[src/rtl/arbiter_rr_vh.sv]
// Round-robin arbiter sharing one resource among the vertical cores.
// Holds a grant for a multi-cycle transaction and releases it on done, on request drop or on hold timeout.

`ifndef NUM_CORE_V
`define NUM_CORE_V 10
`endif

// Per-lane priority qualifier: a lane is in the upper half of the search
// when its index is at or above the rotating pointer.
module arbiter_rr_vh_lane #(
  parameter int ID_W = 4,
  parameter int IDX  = 0
) (
  input  logic            req,
  input  logic [ID_W-1:0] ptr,
  output logic            hi
);
  assign hi = req && (IDX >= int'(ptr));
endmodule

module arbiter_rr_vh #(
  parameter int N_REQ    = `NUM_CORE_V,
  parameter int ID_W     = $clog2(N_REQ),
  parameter int MAX_HOLD = 255,
  parameter int CNT_W    = 8
) (
  input  logic             clk,
  input  logic             rst_n,
  input  logic [N_REQ-1:0] req,
  input  logic             done,
  output logic [N_REQ-1:0] grant,
  output logic             grant_valid,
  output logic [ID_W-1:0]  grant_id,
  output logic             timeout
);

  typedef enum logic [1:0] {IDLE, GRANT, GAP} state_t;

  state_t           state, state_nxt;
  logic [ID_W-1:0]  ptr, ptr_nxt, win_id, id_nxt;
  logic [CNT_W-1:0] hold_cnt, cnt_nxt;
  logic [N_REQ-1:0] hi_req, grant_nxt;
  logic             valid_nxt, timeout_nxt;
  logic             drop, hold_end;

  for (genvar gi = 0; gi < N_REQ; gi++) begin : g_lane
    arbiter_rr_vh_lane #(.ID_W(ID_W), .IDX(gi)) u_lane (
      .req (req[gi]),
      .ptr (ptr),
      .hi  (hi_req[gi])
    );
  end

  // Lowest set bit at/above ptr wins; otherwise wrap to lowest set bit overall.
  always_comb begin
    win_id = '0;
    for (int i = N_REQ - 1; i >= 0; i--)
      if (req[i]) win_id = ID_W'(i);
    for (int i = N_REQ - 1; i >= 0; i--)
      if (hi_req[i]) win_id = ID_W'(i);
  end

  assign drop     = !req[grant_id];
  assign hold_end = (hold_cnt == CNT_W'(MAX_HOLD - 1));

  always_comb begin
    state_nxt   = state;
    grant_nxt   = grant;
    id_nxt      = grant_id;
    valid_nxt   = grant_valid;
    timeout_nxt = 1'b0;
    ptr_nxt     = ptr;
    cnt_nxt     = hold_cnt;
    case (state)
      IDLE: begin
        if (|req) begin
          state_nxt         = GRANT;
          grant_nxt         = '0;
          grant_nxt[win_id] = 1'b1;
          id_nxt            = win_id;
          valid_nxt         = 1'b1;
          cnt_nxt           = '0;
        end
      end
      GRANT: begin
        if (done || drop || hold_end) begin
          state_nxt   = GAP;
          grant_nxt   = '0;
          id_nxt      = '0;
          valid_nxt   = 1'b0;
          // done and request drop both take precedence over the timeout
          timeout_nxt = !done && !drop;
          ptr_nxt     = (grant_id == ID_W'(N_REQ - 1)) ? '0 : grant_id + 1'b1;
        end else begin
          cnt_nxt = hold_cnt + 1'b1;
        end
      end
      GAP: state_nxt = IDLE;
      default: begin
        state_nxt = IDLE;
        grant_nxt = '0;
        id_nxt    = '0;
        valid_nxt = 1'b0;
      end
    endcase
  end

  always_ff @(posedge clk or negedge rst_n) begin
    if (!rst_n) begin
      state       <= IDLE;
      grant       <= '0;
      grant_id    <= '0;
      grant_valid <= 1'b0;
      timeout     <= 1'b0;
      ptr         <= '0;
      hold_cnt    <= '0;
    end else begin
      state       <= state_nxt;
      grant       <= grant_nxt;
      grant_id    <= id_nxt;
      grant_valid <= valid_nxt;
      timeout     <= timeout_nxt;
      ptr         <= ptr_nxt;
      hold_cnt    <= cnt_nxt;
    end
  end

endmodule

[config.mk]
export PLATFORM = sky130hd
export DESIGN_NAME = arbiter_rr_vh
export DESIGN_NICKNAME = d
export VERILOG_FILES = /design/src/rtl/arbiter_rr_vh.sv
export SDC_FILE = /design/constraint.sdc
export NUM_CORES = 1
export LEC_CHECK = 0
export CAP_MARGIN = 15
export CORE_MARGIN = 10
export CORE_UTILIZATION = 50
export CTS_BUF_LIST = sky130_fd_sc_hd__clkbuf_8
export CTS_CLUSTER_DIAMETER = 60
export DETAILED_ROUTE_END_ITERATION = 8
export PLACE_DENSITY = 0.75
export SLEW_MARGIN = 20
export SYNTH_ARGS = -nofsm -noshare
export SYNTH_HDL_FRONTEND = slang
export SYNTH_HIERARCHICAL = 1
export SYNTH_SLANG_ARGS = --single-unit
[constraint.sdc]
create_clock -name clk -period 6.5 [get_ports clk]
set_input_delay 1.3 -clock clk [delete_from_list [all_inputs] [get_ports clk]]
set_output_delay 1.3 -clock clk [all_outputs]
set_load 0.01 [all_outputs]
==> flow_summary.json <==
{
  "status": "finished, final reports clean",
  "min_to": "grant_valid",
  "overflow": 0,
  "grt_pass1_wl_um": 7617,
  "worstMarginPinSlew_ns": 0.8281,
  "drive_gt1_share_pct": 9.132,
  "routed_wl_um": 4560,
  "setup_viol": 0,
  "seqPwrFrac_pct": 39.3,
  "clkLatencyLatePin_ns": 0.29,
  "endpoint_kind": "flop",
  "yosysWarnings": 6,
  "synthesis.nets": 202,
  "detail_route.wl_per_cell_um": 17.21,
  "finalHoldViolations": 0,
  "fmax_mhz": 284.9,
  "drv_slew": 0,
  "yosysTopAreaCell": "dfrtp_1",
  "initial_core_util_pct": 52.93,
  "seq_area_um2": 750.7,
  "grt_use_total_pct": 15.07,
  "p_per_area_nw_per_um2": 343.0,
  "post_cts_resized": 0,
  "n_antenna_cell": 0,
  "r2r_slack_ns": 3.96,
  "place_congestion": 0.8271,
  "layout_common_cells": "30 x dfrtp_1, 28 x clkdlybuf4s50_1, 15 x nor2_1, 14 x nand2_1",
  "antenna_found_initial": 0,
  "fin_crit_ns": 3.510,
  "io_buffers": 28,
  "die_area_um2": 6385,
  "relSlewSlack_pct": 44.37,
  "cts_tree": "built",
  "cap_violations": 0,
  "rr_endpoint": "grant[0]",
  "pwr-share-comb_pct": 39.5,
  "vias_per_cell": 5.985,
  "crit_arrival_ns": 3.74,
  "firstDrtPassIters": 4,
  "rr_worst_depth": 6,
  "hpwl_um": 3421,
  "fillers": 281,
  "fin_area_um2": 2192,
  "fin_skew_ns": 0.004830,
  "critPathLaunchType": "primary input",
  "clockPowerShare_pct": 21.2,
  "h-tree-depth": 2,
  "ys_seq_area_share_pct": 41.84,
  "min_from": "grant_valid",
  "fin_crit_sh_pct": 53.99,
  "drc": 0,
  "drtAntennaViolNets": 0,
  "yosysTopAreaCellShare_pct": 41.84,
  "synth_area_leaders": "dfrtp_1 42%, a22o_1 4.4%, nor2_1 3.1%",
  "syn_area_um2": 1794,
  "num_io_pins": 29,
  "grt_max_degree": 31,
  "hold-path-cell-count": 1,
  "cts.reportedPaths.clkPinSlew_ns": 0.06,
  "final.setup.tns_ns": 0,
  "num_rows": 21,
  "clk_path_buf_depth": 2,
  "die_h_um": 79.91,
  "layout_commonest_cell": "dfrtp_1",
  "postCtsHoldBufs": 0,
  "ir_worst_vdd_uv": 191.7,
  "grt_setup_unrepaired": "no",
  "cts_root_buf": "clkbuf_8",
  "ys_types": 48,
  "hp-class": "flop to flop",
  "switching_power_uw": 304.4,
  "cts_buffers": 5,
  "nets": 233,
  "num_vias": 1586,
  "place_area_um2": 2097,
  "area_growth_syn_to_layout_pct": 22.18,
  "synth_edf_count": 0,
  "rr_startpoint": "grant_id[2]",
  "cts_setup_buffers": 0,
  "async_flop_share_pct": 100.0,
  "core_area_um2": 3390,
  "crit_required_ns": 6.73,
  "internal_power_uw": 447.4,
  "whs_ns": 0.4945,
  "syn_area_per_cell_um2": 9.595,
  "grt_pass1_vias": 1502,
  "leakage_uw": 0.0009185,
  "synthCells": 187,
  "synth.ff_latch_count": 30,
  "clkSinkCount": 30,
  "fp.dieW_um": 79.91,
  "multi_input_area_um2": 963.4,
  "ys.flop_type": "dfrtp_1",
  "switching_share_pct": 40.49,
  "worstPathMaxFanout": 15,
  "drt-initial-drc-count": 117,
  "crit_type": "primary input to flop"
}
==> cells by family (layout without fill, tap and decap cells) <==
group	after synthesis	count (layout)	synth area share (%)
AND/OR/NAND/NOR	75	75	23.22
AO/OA/AOI/OAI	56	56	23.57
flip-flops	30	30	41.84
buffers and inverters	15	47	4.463
multiplexers	6	6	4.045
XOR/XNOR	3	3	1.465
adder cells (fa/ha/maj)	2	2	1.394
==> per-layer routing <==
layer / wire length, um / vias to the layer above / track usage [%]
met3: 394 / 5 / 5.631
li1: - / 767 / -
met4: 53 / 0 / 5.810
met2: 2045 / 46 / 21.27
met5: 0 / - / 0
met1: 2066 / 768 / 20.19
==> Yosys cell counts, types with 2 or more instances <==
cell type	count
mux2i_1	5
inv_1	10
o31ai_1	5
xnor2_1	3
or3_1	3
a21oi_1	6
nand2b_1	5
ha_1	2
nor4_1	8
o21ai_1	3
nand2_1	14
a21o_1	5
nand4_1	2
nand3_1	4
nor2b_1	5
buf_6	3
nor2_1	15
nor3_1	8
a32o_1	2
o21ai_0	10
dfrtp_1	30
a22o_1	9
or4_1	3
and2_1	3
==> critical path: stages <==
cell and delay [ns]:
clkdlybuf4s50_1 0.53, or4_1 0.56, nor4_1 0.52, nor2_1 0.10
o21ai_2 0.47, a22o_1 0.24
==> worst max path at each step <==
stage	start	end	slack (ns)	depth (start not counted)
after floorplan	req[5]	grant[5]	3.55	8
after detailed placement	req[2]	grant[0]	2.67	6
final	req[2]	grant[0]	2.99	6
after global routing	req[2]	grant[0]	2.74	6
after CTS	req[2]	grant[0]	3.00	6
after global placement	req[2]	grant[5]	2.72	9
==> flip-flops by register name (all words and copies together), names as in the netlist <==
register,count
timeout,1
ptr,4
hold_cnt,8
grant_valid,1
grant,10
state,2
grant_id,4
==> power by group through the flow <==
stage	logic [uW]	registers, uW	clock network [uW]
finish	297	295	160
global route	329	302	170
CTS	299	295	162
detailed placement	299	296	0
global placement	292	295	0
floorplan	209	280	0
==> per-stage QoR <==
step	utilization (%)	instances	setup slack (ns)	power, uW
floorplan	-	187	3.549	489.1
global placement	61.87	257	2.717	587.1
detailed placement	61.87	257	2.669	594.7
CTS	64.67	265	2.996	755.6
global route	64.67	265	2.736	801.4
finish	64.67	265	2.990	751.8
==> cell type report <==
class	instances	share of cell area, %
multi-input cells	142	43.95
clock buffers	6	3.767
well taps	46	2.626
clock inverters	2	0.5708
repair buffers	29	13.13
flip-flops and latches	30	34.25
inverters	10	1.712
Note: power is estimated with default switching activity, not from simulation.
